===== src/rtl/frame_pkg.sv =====
// Shared frame geometry and writer state types.
// Used by the frame writer and the Sobel reader.
package frame_pkg;

  localparam int IMG_WIDTH  = 1280;
  localparam int IMG_HEIGHT = 720;
  localparam int PIXEL_BITS = 24;
  localparam int ADDR_WIDTH = 20;

  typedef logic [PIXEL_BITS-1:0] pixel_t;

  typedef enum logic [1:0] {
    IDLE,
    WRITE,
    DONE
  } wr_state_t;

endpackage


===== src/rtl/frame_buffer_writer_addr_counter.sv =====
// Raster x/y position and linear address tracking.
// The address is advanced incrementally; line jumps reload it from line_base.
module raster_addr_counter #(
  parameter int W  = 1280,
  parameter int H  = 720,
  parameter int AW = 20
) (
  input  logic          clk,
  input  logic          reset,
  input  logic          inc_i,
  input  logic          eol_jump_i,
  input  logic          clear_i,
  output logic [AW-1:0] addr_o,
  output logic          last_col_o,
  output logic          last_pix_o
);

  localparam int XW = (W > 1) ? $clog2(W) : 1;
  localparam int YW = (H > 1) ? $clog2(H) : 1;

  logic [XW-1:0] x_q, x_d;
  logic [YW-1:0] y_q, y_d;
  logic [AW-1:0] addr_q, addr_d;
  logic [AW-1:0] base_q, base_d;
  logic          last_row;

  assign last_row   = (y_q == YW'(H - 1));
  assign last_col_o = (x_q == XW'(W - 1));
  assign last_pix_o = last_col_o && last_row;
  assign addr_o     = addr_q;

  always_comb begin
    x_d    = x_q;
    y_d    = y_q;
    addr_d = addr_q;
    base_d = base_q;
    if (clear_i) begin
      // clear together with inc means the sof beat at 0 was just taken
      x_d    = inc_i ? XW'(1) : '0;
      y_d    = '0;
      addr_d = inc_i ? AW'(1) : '0;
      base_d = '0;
    end else if (inc_i) begin
      if (eol_jump_i) begin
        x_d = '0;
        if (last_row) begin
          y_d    = '0;
          addr_d = '0;
          base_d = '0;
        end else begin
          y_d    = y_q + YW'(1);
          addr_d = base_q + AW'(W);
          base_d = base_q + AW'(W);
        end
      end else begin
        x_d    = x_q + XW'(1);
        addr_d = addr_q + AW'(1);
      end
    end
  end

  always_ff @(posedge clk) begin
    if (reset) begin
      x_q    <= '0;
      y_q    <= '0;
      addr_q <= '0;
      base_q <= '0;
    end else begin
      x_q    <= x_d;
      y_q    <= y_d;
      addr_q <= addr_d;
      base_q <= base_d;
    end
  end

endmodule


===== src/rtl/frame_buffer_writer.sv =====
// Write side of the shared frame BRAM: raster stream in, linear writes out.
// Publishes frame_valid once a full frame has landed.
import frame_pkg::*;

module frame_buffer_writer #(
  parameter int IMG_WIDTH  = frame_pkg::IMG_WIDTH,
  parameter int IMG_HEIGHT = frame_pkg::IMG_HEIGHT,
  parameter int PIXEL_BITS = frame_pkg::PIXEL_BITS,
  parameter int ADDR_WIDTH = frame_pkg::ADDR_WIDTH
) (
  input  logic                  clk,
  input  logic                  reset,
  input  logic                  s_valid,
  output logic                  s_ready,
  input  logic [PIXEL_BITS-1:0] s_data,
  input  logic                  s_sof,
  input  logic                  s_eol,
  input  logic                  consumer_busy,
  output logic                  bram_wr_en,
  output logic [ADDR_WIDTH-1:0] bram_wr_addr,
  output logic [PIXEL_BITS-1:0] bram_wr_data,
  output logic                  frame_valid,
  output logic                  frame_done,
  output logic                  line_err
);

  wr_state_t             state_q;
  logic                  wr_en_q;
  logic [ADDR_WIDTH-1:0] wr_addr_q;
  logic [PIXEL_BITS-1:0] wr_data_q;
  logic                  frame_valid_q;
  logic                  frame_done_q;
  logic                  line_err_q;

  logic                  acc;
  logic                  cnt_inc;
  logic                  cnt_jump;
  logic                  cnt_clear;
  logic [ADDR_WIDTH-1:0] cnt_addr;
  logic                  last_col;
  logic                  last_pix;

  assign s_ready = !reset &&
    ((state_q == IDLE && !consumer_busy) || state_q == WRITE);
  assign acc = s_valid && s_ready;

  raster_addr_counter #(
    .W  (IMG_WIDTH),
    .H  (IMG_HEIGHT),
    .AW (ADDR_WIDTH)
  ) u_cnt (
    .clk        (clk),
    .reset      (reset),
    .inc_i      (cnt_inc),
    .eol_jump_i (cnt_jump),
    .clear_i    (cnt_clear),
    .addr_o     (cnt_addr),
    .last_col_o (last_col),
    .last_pix_o (last_pix)
  );

  always_comb begin
    cnt_inc   = 1'b0;
    cnt_jump  = 1'b0;
    cnt_clear = 1'b0;
    unique case (state_q)
      IDLE: begin
        if (acc && s_sof) begin
          cnt_clear = 1'b1;
          cnt_inc   = 1'b1;
        end
      end
      WRITE: begin
        if (acc) begin
          if (s_sof) begin
            cnt_clear = 1'b1;
            cnt_inc   = 1'b1;
          end else if (last_pix) begin
            cnt_clear = 1'b1;
          end else begin
            cnt_inc  = 1'b1;
            cnt_jump = s_eol || last_col;
          end
        end
      end
      default: ;
    endcase
  end

  always_ff @(posedge clk) begin
    if (reset) begin
      state_q       <= IDLE;
      wr_en_q       <= 1'b0;
      wr_addr_q     <= '0;
      wr_data_q     <= '0;
      frame_valid_q <= 1'b0;
      frame_done_q  <= 1'b0;
      line_err_q    <= 1'b0;
    end else begin
      wr_en_q      <= 1'b0;
      frame_done_q <= 1'b0;
      line_err_q   <= 1'b0;
      unique case (state_q)
        IDLE: begin
          if (acc && s_sof) begin
            wr_en_q       <= 1'b1;
            wr_addr_q     <= '0;
            wr_data_q     <= s_data;
            frame_valid_q <= 1'b0;
            state_q       <= WRITE;
          end
        end
        WRITE: begin
          if (acc) begin
            wr_en_q   <= 1'b1;
            wr_data_q <= s_data;
            if (s_sof) begin
              wr_addr_q  <= '0;
              line_err_q <= 1'b1;
            end else begin
              wr_addr_q  <= cnt_addr;
              // short or long line; the final pixel is accepted either way
              line_err_q <= (s_eol != last_col) && !last_pix;
              if (last_pix) state_q <= DONE;
            end
          end
        end
        DONE: begin
          frame_done_q  <= 1'b1;
          frame_valid_q <= 1'b1;
          state_q       <= IDLE;
        end
        default: state_q <= IDLE;
      endcase
    end
  end

  assign bram_wr_en   = wr_en_q;
  assign bram_wr_addr = wr_addr_q;
  assign bram_wr_data = wr_data_q;
  assign frame_valid  = frame_valid_q;
  assign frame_done   = frame_done_q;
  assign line_err     = line_err_q;

endmodule


===== config.mk =====
export PLATFORM = sky130hd
export DESIGN_NAME = frame_buffer_writer
export DESIGN_NICKNAME = d
export VERILOG_FILES = /design/src/rtl/frame_pkg.sv /design/src/rtl/frame_buffer_writer_addr_counter.sv /design/src/rtl/frame_buffer_writer.sv
export SDC_FILE = /design/constraint.sdc
export NUM_CORES = 1
export LEC_CHECK = 0
export ABC_AREA = 0
export CORE_MARGIN = 4
export CORE_UTILIZATION = 58
export DETAILED_ROUTE_END_ITERATION = 12
export MAX_ROUTING_LAYER = met4
export PLACE_DENSITY_LB_ADDON = 0.12
export SETUP_SLACK_MARGIN = 0.3
export SLEW_MARGIN = 20
export SYNTH_ARGS = -nofsm -noshare
export SYNTH_HDL_FRONTEND = slang
export SYNTH_HIERARCHICAL = 1
export SYNTH_SLANG_ARGS = --single-unit

===== constraint.sdc =====
create_clock -name clk -period 6.5 [get_ports clk]
set_input_delay 0.65 -clock clk [delete_from_list [all_inputs] [get_ports clk]]
set_output_delay 0.65 -clock clk [all_outputs]
set_load 0.02 [all_outputs]

Yosys cells after proc, flatten, opt, wreduce, memory -nomap -nowiden
Index checks and enable logic that the tools add are counted.

operators by class
  $add $sub $neg = 4
  multipliers = 0
  divide/modulo/power cells = 0
  magnitude comparators = 0
  eq/ne operators = 9
  shift operators = 0
  mux-type cells = 41
  bitwise logic cells = 2
  reductions and logical operators = 21

operators with widths
  kind                                             count
  two-way mux 20 bit                               7
  two-way mux 24 bit                               2
  one-hot mux 24 bit (2 select lines)              1
  one-hot mux 20 bit (2 select lines)              1
  two-way mux 11 bit                               3
  adder 20 x 1 -> 20 bit (second input constant)   1
  adder 20 x 11 -> 20 bit (second input constant)  1
  two-way mux 1 bit                                17
  adder 11 x 1 -> 11 bit (second input constant)   1
  equality test 11 bit (second input constant)     1
  adder 10 x 1 -> 10 bit (second input constant)   1
  equality test 10 bit (second input constant)     1
  two-way mux 10 bit                               1
  two-way mux 2 bit                                4
  one-hot mux 1 bit (2 select lines)               4
  logical AND 1 bit                                6
  != test 2 bit (second input constant)            3
  nonzero test 2 bit                               3
  one-hot mux 2 bit (2 select lines)               1
  AND reduction 2 bit                              2
  AND reduction 4 bit                              1
  logical NOT 1 bit                                3
  AND reduction 3 bit                              1
  OR reduction 3 bit                               1
  other kinds (8)                                  10

storage, ports and cells
  register bits = 111
  bits in latches = 0
  memory bits (writable) = 0
  memory bits (read-only) = 0
  bits of input ports = 30
  output and inout bits = 49
  word-level logic and storage cells = 88
  memories kept = 0

Logic depth before layout (Yosys ltp)
Gate-level depths: netlist (run 1).

  depth after elaboration = 10
  mapped depth = 15
  gate-level depth less buffers = 15

Cells and area by module
The synthesis (run 1) kept the hierarchy.

modules (own cells, without submodules)
  module               instances  cells each  area an instance (um2)  sequential area each (um2)
  raster_addr_counter  1          400         3084.2                  1221.2
  frame_buffer_writer  1          198         2088.3                  1001.0

Worst setup path after synthesis (run 1)
No wires, ideal clock.

  kind = reg2reg
  start = register u_cnt.y_q[2]
  end = register u_cnt.base_q[18]
  library setup time = 128 ps
  data arrival time = 2966 ps
  required time = 6372 ps
  setup slack = 3407 ps
  cell stages (with the launch flop) = 12
  buffers on the path = 3
  period minus slack after synthesis = 3093 ps
  path through = dfxtp_1 nand2_2 or4b_1 or4b_4 nor2_1 inv_1 a211oi_1 clkbuf_1 or2_2 clkbuf_1 buf_1 nor2_1

on the way
  word-level cells in the longest chain between the ends = 7
  elaborated cells between the ends (all ways) = 17
  those cells by class = eq/ne (1); mux (13); reduce/logical (3)

RTL lines
  item                                 RTL line                                source
  from (decl)                          frame_buffer_writer_addr_counter.sv:22  logic [YW-1:0] y_q, y_d;
  from (signal assigned)               frame_buffer_writer_addr_counter.sv:70  y_q <= y_d;
  equality test 10 bit                 frame_buffer_writer_addr_counter.sv:27  assign last_row = (y_q == YW'(H - 1));
  logical AND 1 bit                    frame_buffer_writer_addr_counter.sv:29  assign last_pix_o = last_col_o && last_row;
  via last_pix                         frame_buffer_writer.sv:41               logic last_pix;
  two-way mux 1 bit                    frame_buffer_writer.sv:78               end else if (last_pix) begin
  two-way mux 1 bit                    frame_buffer_writer.sv:75               if (s_sof) begin
  two-way mux 1 bit                    frame_buffer_writer.sv:74               if (acc) begin
  one-hot mux 1 bit (2 select lines)   frame_buffer_writer.sv:66               unique case (state_q)
  via cnt_clear                        frame_buffer_writer.sv:38               logic cnt_clear;
  OR reduction 2 bit (no source line)  -
  to (signal assigned)                 frame_buffer_writer_addr_counter.sv:72  base_q <= base_d;
  to (decl)                            frame_buffer_writer_addr_counter.sv:24  logic [AW-1:0] base_q, base_d;

The timed path passes the listed nets, and every way through them passes these cells.
A chain may end at the register's enable or synchronous reset.

Final worst setup path (run 1)
  start = register u_cnt.y_q[3]
  end = register u_cnt.addr_q[14], in the netlist u_cnt/addr_o[14]

on the way
  elaborated cells between the ends (all ways) = 19
  those cells by class = eq/ne (1); mux (16); reduce/logical (2)

RTL lines
  item                                                             RTL line                                source
  equality test 10 bit (*)                                         frame_buffer_writer_addr_counter.sv:27
  logical AND 1 bit (*)                                            frame_buffer_writer_addr_counter.sv:29
  via last_pix                                                     frame_buffer_writer.sv:41
  two-way mux 1 bit (*)                                            frame_buffer_writer.sv:78
  two-way mux 1 bit (*)                                            frame_buffer_writer.sv:75
  two-way mux 1 bit (*)                                            frame_buffer_writer.sv:74
  one-hot mux 1 bit (2 select lines) (*)                           frame_buffer_writer.sv:66
  via cnt_clear                                                    frame_buffer_writer.sv:38
  two-way mux 20 bit / nonzero test 2 bit (equally long branches)  -
  to (signal assigned)                                             frame_buffer_writer_addr_counter.sv:71  addr_q <= addr_d;
  to (decl)                                                        frame_buffer_writer_addr_counter.sv:23  logic [AW-1:0] addr_q, addr_d;

The timed path passes the listed nets; every way through them passes the cells marked *. The select of a mux whose other input is x is not followed.

==> results of run 1 <==
kinds of logic (layout without fill, tap and decap cells):
group,count (synthesis),count (layout),share of synthesized area [%]
buffers and inverters,41,108,3.39
muxes,46,46,9.99
adders and majority gates,5,5,1.21
AOI/OAI and AO/OA,112,112,13.0
DFF,111,111,43.0
xor gates and xnor gates,22,22,3.73
and+or+nand+nor,261,261,25.7
cells in the mapped netlist (all sizes together) (3+ instances only):
master	number	area (um^2)
o211ai	3	27.5
nor2b	29	181
and3	8	50.1
a22oi	13	97.6
clkbuf	22	82.6
nand4	10	62.6
and2	10	62.6
mux2i	22	220
nor3	14	70.1
or3	4	25.0
ha	5	62.6
xor2	11	96.3
nor4	6	37.5
mux2	24	297
xnor2	11	96.3
nor2	56	210
a21oi	38	190
a31oi	4	25.0
nand3	14	70.1
nand2	71	269
dfxtp	111	2220
inv	11	41.3
nand2b	22	138
o22ai	3	18.8
o21ai	37	189
buf	8	51.3
per-layer routing:
metal / vias up / track usage (%)
li1: 2206 / -
met1: 2087 / 30.5
met2: 219 / 39.8
met3: 33 / 4.78
met4: 0 / 8.98
met5: - / -
worst register-to-register path: cells and delay by family, from the launching register on:
family | cells | cell delay [ps]
simple gates | 6 | 2240
compound gates | 4 | 1260
flops | 1 | 460
buf+inv | 1 | 130
state kept, by name (all words and copies together) (netlist names):
signal and cells:
state_q 2, bram_wr_en 1, line_err 1, u_cnt/y_q 10
bram_wr_data 24, u_cnt/addr_o 20, bram_wr_addr 20, frame_done 1
frame_valid 1, u_cnt/base_q 20, u_cnt/x_q 11
final timing paths:
path                                startpoint                            end  slack (ps)
hold / removal    u_cnt/base_q[3]$_SDFFE_PP0P_   u_cnt/base_q[3]$_SDFFE_PP0P_         470
setup reg to reg     u_cnt/y_q[3]$_SDFFE_PP0P_  u_cnt/addr_o[14]$_SDFFE_PP0P_        2300
hold reg to reg   u_cnt/base_q[3]$_SDFFE_PP0P_   u_cnt/base_q[3]$_SDFFE_PP0P_         470
setup / recovery     u_cnt/y_q[3]$_SDFFE_PP0P_  u_cnt/addr_o[14]$_SDFFE_PP0P_        2300
cell usage in the layout (no fill, tap or decap), types with 6 or more instances in the layout:
| cell | synthesis | routed |
|---|---|---|
| sky130_fd_sc_hd__dfxtp_1 | 111 | 111 |
| sky130_fd_sc_hd__clkdlybuf4s50_1 | 0 | 77 |
| sky130_fd_sc_hd__nand2_1 | 70 | 70 |
| sky130_fd_sc_hd__nor2_1 | 56 | 56 |
| sky130_fd_sc_hd__a21oi_1 | 38 | 38 |
| sky130_fd_sc_hd__o21ai_0 | 36 | 36 |
| sky130_fd_sc_hd__nor2b_1 | 29 | 29 |
| sky130_fd_sc_hd__nand2b_1 | 22 | 22 |
| sky130_fd_sc_hd__mux2i_1 | 22 | 22 |
| sky130_fd_sc_hd__mux2_2 | 17 | 17 |
| sky130_fd_sc_hd__nor3_1 | 14 | 14 |
| sky130_fd_sc_hd__nand3_1 | 14 | 14 |
| sky130_fd_sc_hd__a22oi_1 | 13 | 13 |
| sky130_fd_sc_hd__inv_1 | 11 | 11 |
| sky130_fd_sc_hd__xnor2_1 | 11 | 11 |
| sky130_fd_sc_hd__xor2_1 | 11 | 11 |
| sky130_fd_sc_hd__and2_1 | 10 | 10 |
| sky130_fd_sc_hd__nand4_1 | 10 | 10 |
| sky130_fd_sc_hd__clkbuf_8 | 0 | 9 |
| sky130_fd_sc_hd__and3_1 | 8 | 8 |
| sky130_fd_sc_hd__mux2_4 | 7 | 7 |
| sky130_fd_sc_hd__nor4_1 | 6 | 6 |
power by group:
part,switching [mW],internal (mW)
sequential,0.00645,0.689
clock,0.240,0.145
combinational,0.0478,0.0495
per-stage QoR:
step / std cells / power, mW / setup WS (ps)
3_3_place_gp: 757 / 0.806 / 2320
3_5_place_dp: 757 / 0.809 / 2290
2_1_floorplan: 598 / 0.764 / 3410
5_1_grt: 773 / 1.23 / 2070
6_report: 773 / 1.18 / 2300
4_1_cts: 773 / 1.19 / 2370
final cells by class:
| class | count | share of cell area [%] |
|---|---|---|
| clock buffer | 9 | 2.01 |
| clock inverter | 7 | 0.913 |
| inverter | 11 | 0.670 |
| multi-input combinational | 446 | 45.2 |
| sequential | 111 | 36.0 |
| tap | 108 | 2.19 |
| timing repair buffer | 81 | 12.9 |
==> results.txt, run 1 <==
----------------------------------------------------
[Layout]
  Area of combinational cells with multiple inputs ... 2790 um^2
  Post-layout instance area ... 6170 um^2
  Share of final-layout standard cells stronger than drive strength 1 ... 7.97%
  Number of nets in the layout ... 695
  Final cell utilization of the core ... 71.1%
  Storage cell area ... 2220 um^2
  P&R area growth vs syn ... 19.2%
  Antenna cells ... 0
  Fill cell count ... 717

[GRT]
  Antenna violations before repair ... 0
  GRT Total Usage ... 24.6%
  Largest net degree at the start of global routing ... 54
  Overall overflow remaining after global route ... 0
  Vias in the first global route ... 4370
  Wire length of the first global-routing pass ... 20200 um

[Place]
  Detail Placement HPWL ... 8840 um
  Number of buffer cells added on primary ports ... 78
  Final GP Congestion ... 0.943
  Cell Area, Placed ... 5990 um^2

[Route]
  Met3 wire length ... 1090 um
  Sum of routed wire length over all layers ... 12300 um
  Detail-routed net length per standard cell ... 15.9 um
  Detailed route wirelength on metal2 ... 5810 um
  M1 wire length ... 5160 um
  DR top layer ... met4
  DR vias ... 4545
  Vias per inst ... 5.88
  Initial drt markers ... 315
  Final ANT Viol Nets ... 0
  First-pass DRT Iterations ... 8
  DRC ... 0

[STA]
  Aggregate negative setup slack ... 0 ps
  Relative max-transition margin ... 23.2%
  Final critical-path required period ... 4200 ps
  Tightest Pin Transition ... 1140 ps
  Unrepaired setup endpoints after global routing ... no
  Fmax ... 238 MHz
  Clock skew after layout ... 11.0 ps
  Final Hold Viols ... 0
  Final worst-path cycle share ... 64.6%
  Final setup violating endpoints ... 0
  Worst hold-check slack ... 475 ps
  Max Slew Vio Count ... 0

[Critical path]
  Number of buffer and inverter stages on the critical path ... 1
  Kind of start point of the critical path ... register
  Arrival time at the worst endpoint ... 4460 ps
  Worst Setup End Kind ... register
  Worst setup path category ... register to register
  Most frequent cell on the critical path ... sky130_fd_sc_hd__nor2_1
  Path depth of the worst reg2reg path ... 11
  Cell depth of the worst setup path ... 11
  List of cells traversed by the critical path ... nand2_2 -> or4b_1 -> or4b_4 -> nor2_1 -> inv_1 -> a211oi_1 -> nor2_1 -> nand2_1 -> a31oi_1 -> o21ai_0 -> o211ai_1
  Highest fanout seen on the critical path ... 11
  Required arrival time at the worst endpoint ... 6760 ps
  Largest incremental delay on the critical path ... 860 ps
  Slowest cell on the critical path ... sky130_fd_sc_hd__a211oi_1
  Crit path max-delay family ... simple AND/OR/NAND/NOR gates

[Yosys]
  EDFF count, synth ... 0
  Synthesized area per cell ... 8.65 um^2
  Synthesis warning total ... 6
  Cells after Synth ... 598
  Async set-reset flop share out of synthesis ... 0%
  Cell Area, Synth ... 5170 um^2
  Ys flop type ... sky130_fd_sc_hd__dfxtp_1
  Total nets after synthesis ... 633
  Post-synthesis sequential area ratio ... 43.0%
  Seq cells post-synth ... 111
  Yosys cell types ... 58

[Clocking]
  CTS Buf Count ... 9
  Root Driver ... sky130_fd_sc_hd__clkbuf_8
  Clock sink count ... 111
  Clock transition at the register clock pins on the worst setup and hold paths after CTS ... 110 ps
  H-tree depth ... 3
  TritonCTS clock tree ... done
  Hold buffer count at CTS ... 0
  Insertion delay of the later-clocked pin in the worst-skew pair ... 380 ps
  Maximum buffer depth of the clock tree ... 2
  Total setup buffers inserted after CTS ... 0
  Cells resized by post-CTS repair ... 0

[Min path]
  Class of the tightest hold or removal check ... register to register
  Hold Crit Depth ... 1

[Status]
  Run status ... complete, no violations

[Floorplanning]
  Core region area ... 8680 um^2
  Die Outline Area ... 10500 um^2
  Floorplan die height ... 102 um
  Number of placement rows ... 34
  Die width ... 102 um
  Starting density of the core ... 59.6%
  # IOs ... 79

[Pwr]
  Power per cell area ... 191 nW/um^2
  Static leakage ... 2.30 nW
  Worst vdd ir ... 0.139 mV

[Run]
  Maximum Capacitance Violations ... 0

----------------------------------------------------
(Power assumes the default switching activity.)
==> inputs of run 2 (changes only) <==
- CORE_UTILIZATION: 58 -> 54
- clock period: 6.5 -> 4.4 ns (I/O delays scaled with it)
==> run 2 against run 1 <==
Setup slack lost 1500 ps. Combinational power grew 52%. Sequential power grew 48%. Clock-buffer cell count is the same. Critical endpoint is now u_cnt/addr_o[0]$_SDFFE_PP0P_.
==> results.txt, run 2 (synthesized netlist as in run 1, its figures left out) <==
----------------------------------------------------
[Status]
  Run status ... complete, no violations

[Critical path]
  Arrival time at the worst endpoint ... 3810 ps (-650 ps)
  Largest incremental delay on the critical path ... 550 ps (-310 ps)
  List of cells traversed by the critical path ... nand2_2 -> or4b_1 -> or4b_4 -> nor2_1 -> nor2_1 -> and3_1 -> inv_1 -> nor2_1 -> a211o_1 -> a22oi_1 -> nor2_1
  Worst Setup End Kind ... register
  Reg2Reg Capture Point ... u_cnt/addr_o[0]$_SDFFE_PP0P_
  Slowest cell on the critical path ... sky130_fd_sc_hd__or4b_4
  Most frequent cell on the critical path ... sky130_fd_sc_hd__nor2_1
  Required arrival time at the worst endpoint ... 4640 ps (-2120 ps)
  Worst setup path category ... register to register
  Worst setup path startpoint ... u_cnt/y_q[2]$_SDFFE_PP0P_
  Kind of start point of the critical path ... register
  Path depth of the worst reg2reg path ... 11 (unchanged)
  Highest fanout seen on the critical path ... 14 (+3)
  Reg-to-reg setup timing slack ... 840 ps (-1460 ps)
  Worst setup path endpoint ... u_cnt/addr_o[0]$_SDFFE_PP0P_
  Launch point of the worst reg-to-reg path ... u_cnt/y_q[2]$_SDFFE_PP0P_

[GRT]
  Wire length of the first global-routing pass ... 20800 um (+2.9%)
  Overall overflow remaining after global route ... 0 (unchanged)
  GRT Total Usage ... 22.9% (-1.7 points)
  Vias in the first global route ... 4328 (-0.96%)
  Largest net degree at the start of global routing ... 46 (-15%)
  Antenna violations before repair ... 0 (unchanged)

[Pwr]
  Static leakage ... 2.36 nW (+2.6%)
  Total power after layout ... 1.87 mW (+59%)
  Worst vdd ir ... 0.178 mV (+28%)
  Power per cell area ... 296 nW/um^2 (+55%)

[Route]
  Detail-routed net length per standard cell ... 15.0 um (-5.9%)
  Vias per inst ... 5.53 (-5.9%)
  DR vias ... 4436 (-2.4%)
  First-pass DRT Iterations ... 5 (-3)
  Sum of routed wire length over all layers ... 12000 um (-2.3%)
  Initial drt markers ... 347 (+10%)
  Final ANT Viol Nets ... 0 (unchanged)
  DRC ... 0 (unchanged)

[Clocking]
  Insertion delay of the later-clocked pin in the worst-skew pair ... 370 ps (about the same)
  Root Driver ... sky130_fd_sc_hd__clkbuf_8
  Total setup buffers inserted after CTS ... 0 (unchanged)
  Hold buffer count at CTS ... 0 (unchanged)
  CTS Buf Count ... 9 (unchanged)
  H-tree depth ... 3 (unchanged)
  TritonCTS clock tree ... done
  Maximum buffer depth of the clock tree ... 2 (unchanged)
  Cells resized by post-CTS repair ... 0 (unchanged)
  Clock transition at the register clock pins on the worst setup and hold paths after CTS ... 110 ps (about the same)
  Clock sink count ... 111 (unchanged)

[STA]
  Final setup violating endpoints ... 0 (unchanged)
  Unrepaired setup endpoints after global routing ... no
  Fmax ... 281 MHz (+18%)
  Aggregate negative setup slack ... 0 ps (unchanged)
  Worst hold-check slack ... 408 ps (-66.4 ps)
  Final worst-path cycle share ... 81.0% (+16 points)
  Final worst setup slack ... 837 ps (-1460 ps)
  Relative max-transition margin ... 44.0% (+21 points)
  Final Hold Viols ... 0 (unchanged)
  Max Slew Vio Count ... 0 (unchanged)
  Clock skew after layout ... 13.2 ps (+2.21 ps)
  Final critical-path required period ... 3560 ps (-639 ps)
  Tightest Pin Transition ... 837 ps (-307 ps)

[Layout]
  P&R area growth vs syn ... 22.0%
  Largest register FFs ... 24 (unchanged)
  Antenna cells ... 0 (unchanged)
  Most frequent cells in the layout ... 111 x sky130_fd_sc_hd__dfxtp_1, 77 x sky130_fd_sc_hd__clkdlybuf4s50_1, 70 x sky130_fd_sc_hd__nand2_1
  Most common library cell in the layout ignoring fill and taps ... sky130_fd_sc_hd__dfxtp_1
  Post-layout instance area ... 6310 um^2 (+2.3%)
  Number of nets in the layout ... 703 (+1.2%)
  Share of final-layout standard cells stronger than drive strength 1 ... 9.06% (+1.1 points)
  Final cell utilization of the core ... 68.0% (-3.1 points)
  Final cell count without fillers ... 802 (+3.8%)

[Place]
  Final GP Congestion ... 0.950 (+0.71%)
  Cell Area, Placed ... 6070 um^2 (+1.4%)
  Cell count after placement ... 786 (+3.8%)
  Worst slack, placed ... 915 ps (-1370 ps)
  Detail Placement HPWL ... 8630 um (-2.4%)
  Number of buffer cells added on primary ports ... 78 (unchanged)

[Floorplanning]
  Die Outline Area ... 11200 um^2 (+6.8%)
  Floorplan die height ... 106 um (+3.4%)
  Number of placement rows ... 35 (+2.9%)
  Starting density of the core ... 55.7% (-3.9 points)
  Die width ... 106 um (+3.4%)
  Core region area ... 9280 um^2 (+7.0%)
  # IOs ... 79 (unchanged)

[Min path]
  Class of the tightest hold or removal check ... input port to register

[Run]
  Maximum Capacitance Violations ... 0 (unchanged)

----------------------------------------------------
run 2: cell types whose count changed in the layout (fill, tap and decap cells not counted), sizes merged:
cell	before	now
buf	4	12
clkinv	4	1
bufinv	0	2
clkinvlp	0	1
run 2: how the worst min path moves through the flow:
| stage | slack, ps | to | from | depth (start not counted) |
|---|---|---|---|---|
| 6_report | 410 | frame_valid$_SDFFE_PP0P_ | reset | 2 |
| 5_1_grt | 400 | frame_valid$_SDFFE_PP0P_ | reset | 2 |
| 2_1_floorplan | 430 | u_cnt/base_q[2]$_SDFFE_PP0P_ | u_cnt/base_q[2]$_SDFFE_PP0P_ | 1 |
| 3_3_place_gp | 450 | u_cnt/base_q[2]$_SDFFE_PP0P_ | u_cnt/base_q[2]$_SDFFE_PP0P_ | 1 |
| 3_5_place_dp | 450 | u_cnt/base_q[4]$_SDFFE_PP0P_ | u_cnt/base_q[4]$_SDFFE_PP0P_ | 1 |
| 4_1_cts | 400 | frame_valid$_SDFFE_PP0P_ | reset | 2 |
run 2: layout make-up:
| class | instances | area [um^2] |
|---|---|---|
| Timing Repair Buffer | 89 | 858 |
| Tap cell | 129 | 161 |
| Fill cell | 808 | 2970 |
| Clock inverter | 7 | 113 |
| Clock buffer | 9 | 124 |
| Sequential cell | 111 | 2220 |
| Multi-Input combinational cell | 446 | 2790 |
| Inverter | 11 | 41.3 |
run 2: per-layer routing:
| metal | global-route usage [%] | wire (um) | up-vias |
|---|---|---|---|
| li1 | - | - | 2224 |
| met1 | 30.3 | 5520 | 2027 |
| met2 | 35.9 | 5470 | 169 |
| met3 | 3.80 | 818 | 16 |
| met4 | 7.31 | 225 | 0 |
| met5 | - | 0 | - |
run 2: where the power goes:
| part | switching, mW | internal [mW] | leakage, nW |
|---|---|---|---|
| Clock | 0.359 | 0.333 | 0.115 |
| Combinational | 0.0713 | 0.0762 | 1.35 |
| Sequential | 0.00955 | 1.02 | 0.897 |
run 2: worst max-delay path: cells and delay by family (launching register included):
kind	cells	cell delay, ps
compound gates	2	500
buf+inv	1	400
flops	1	450
simple gates	8	2100
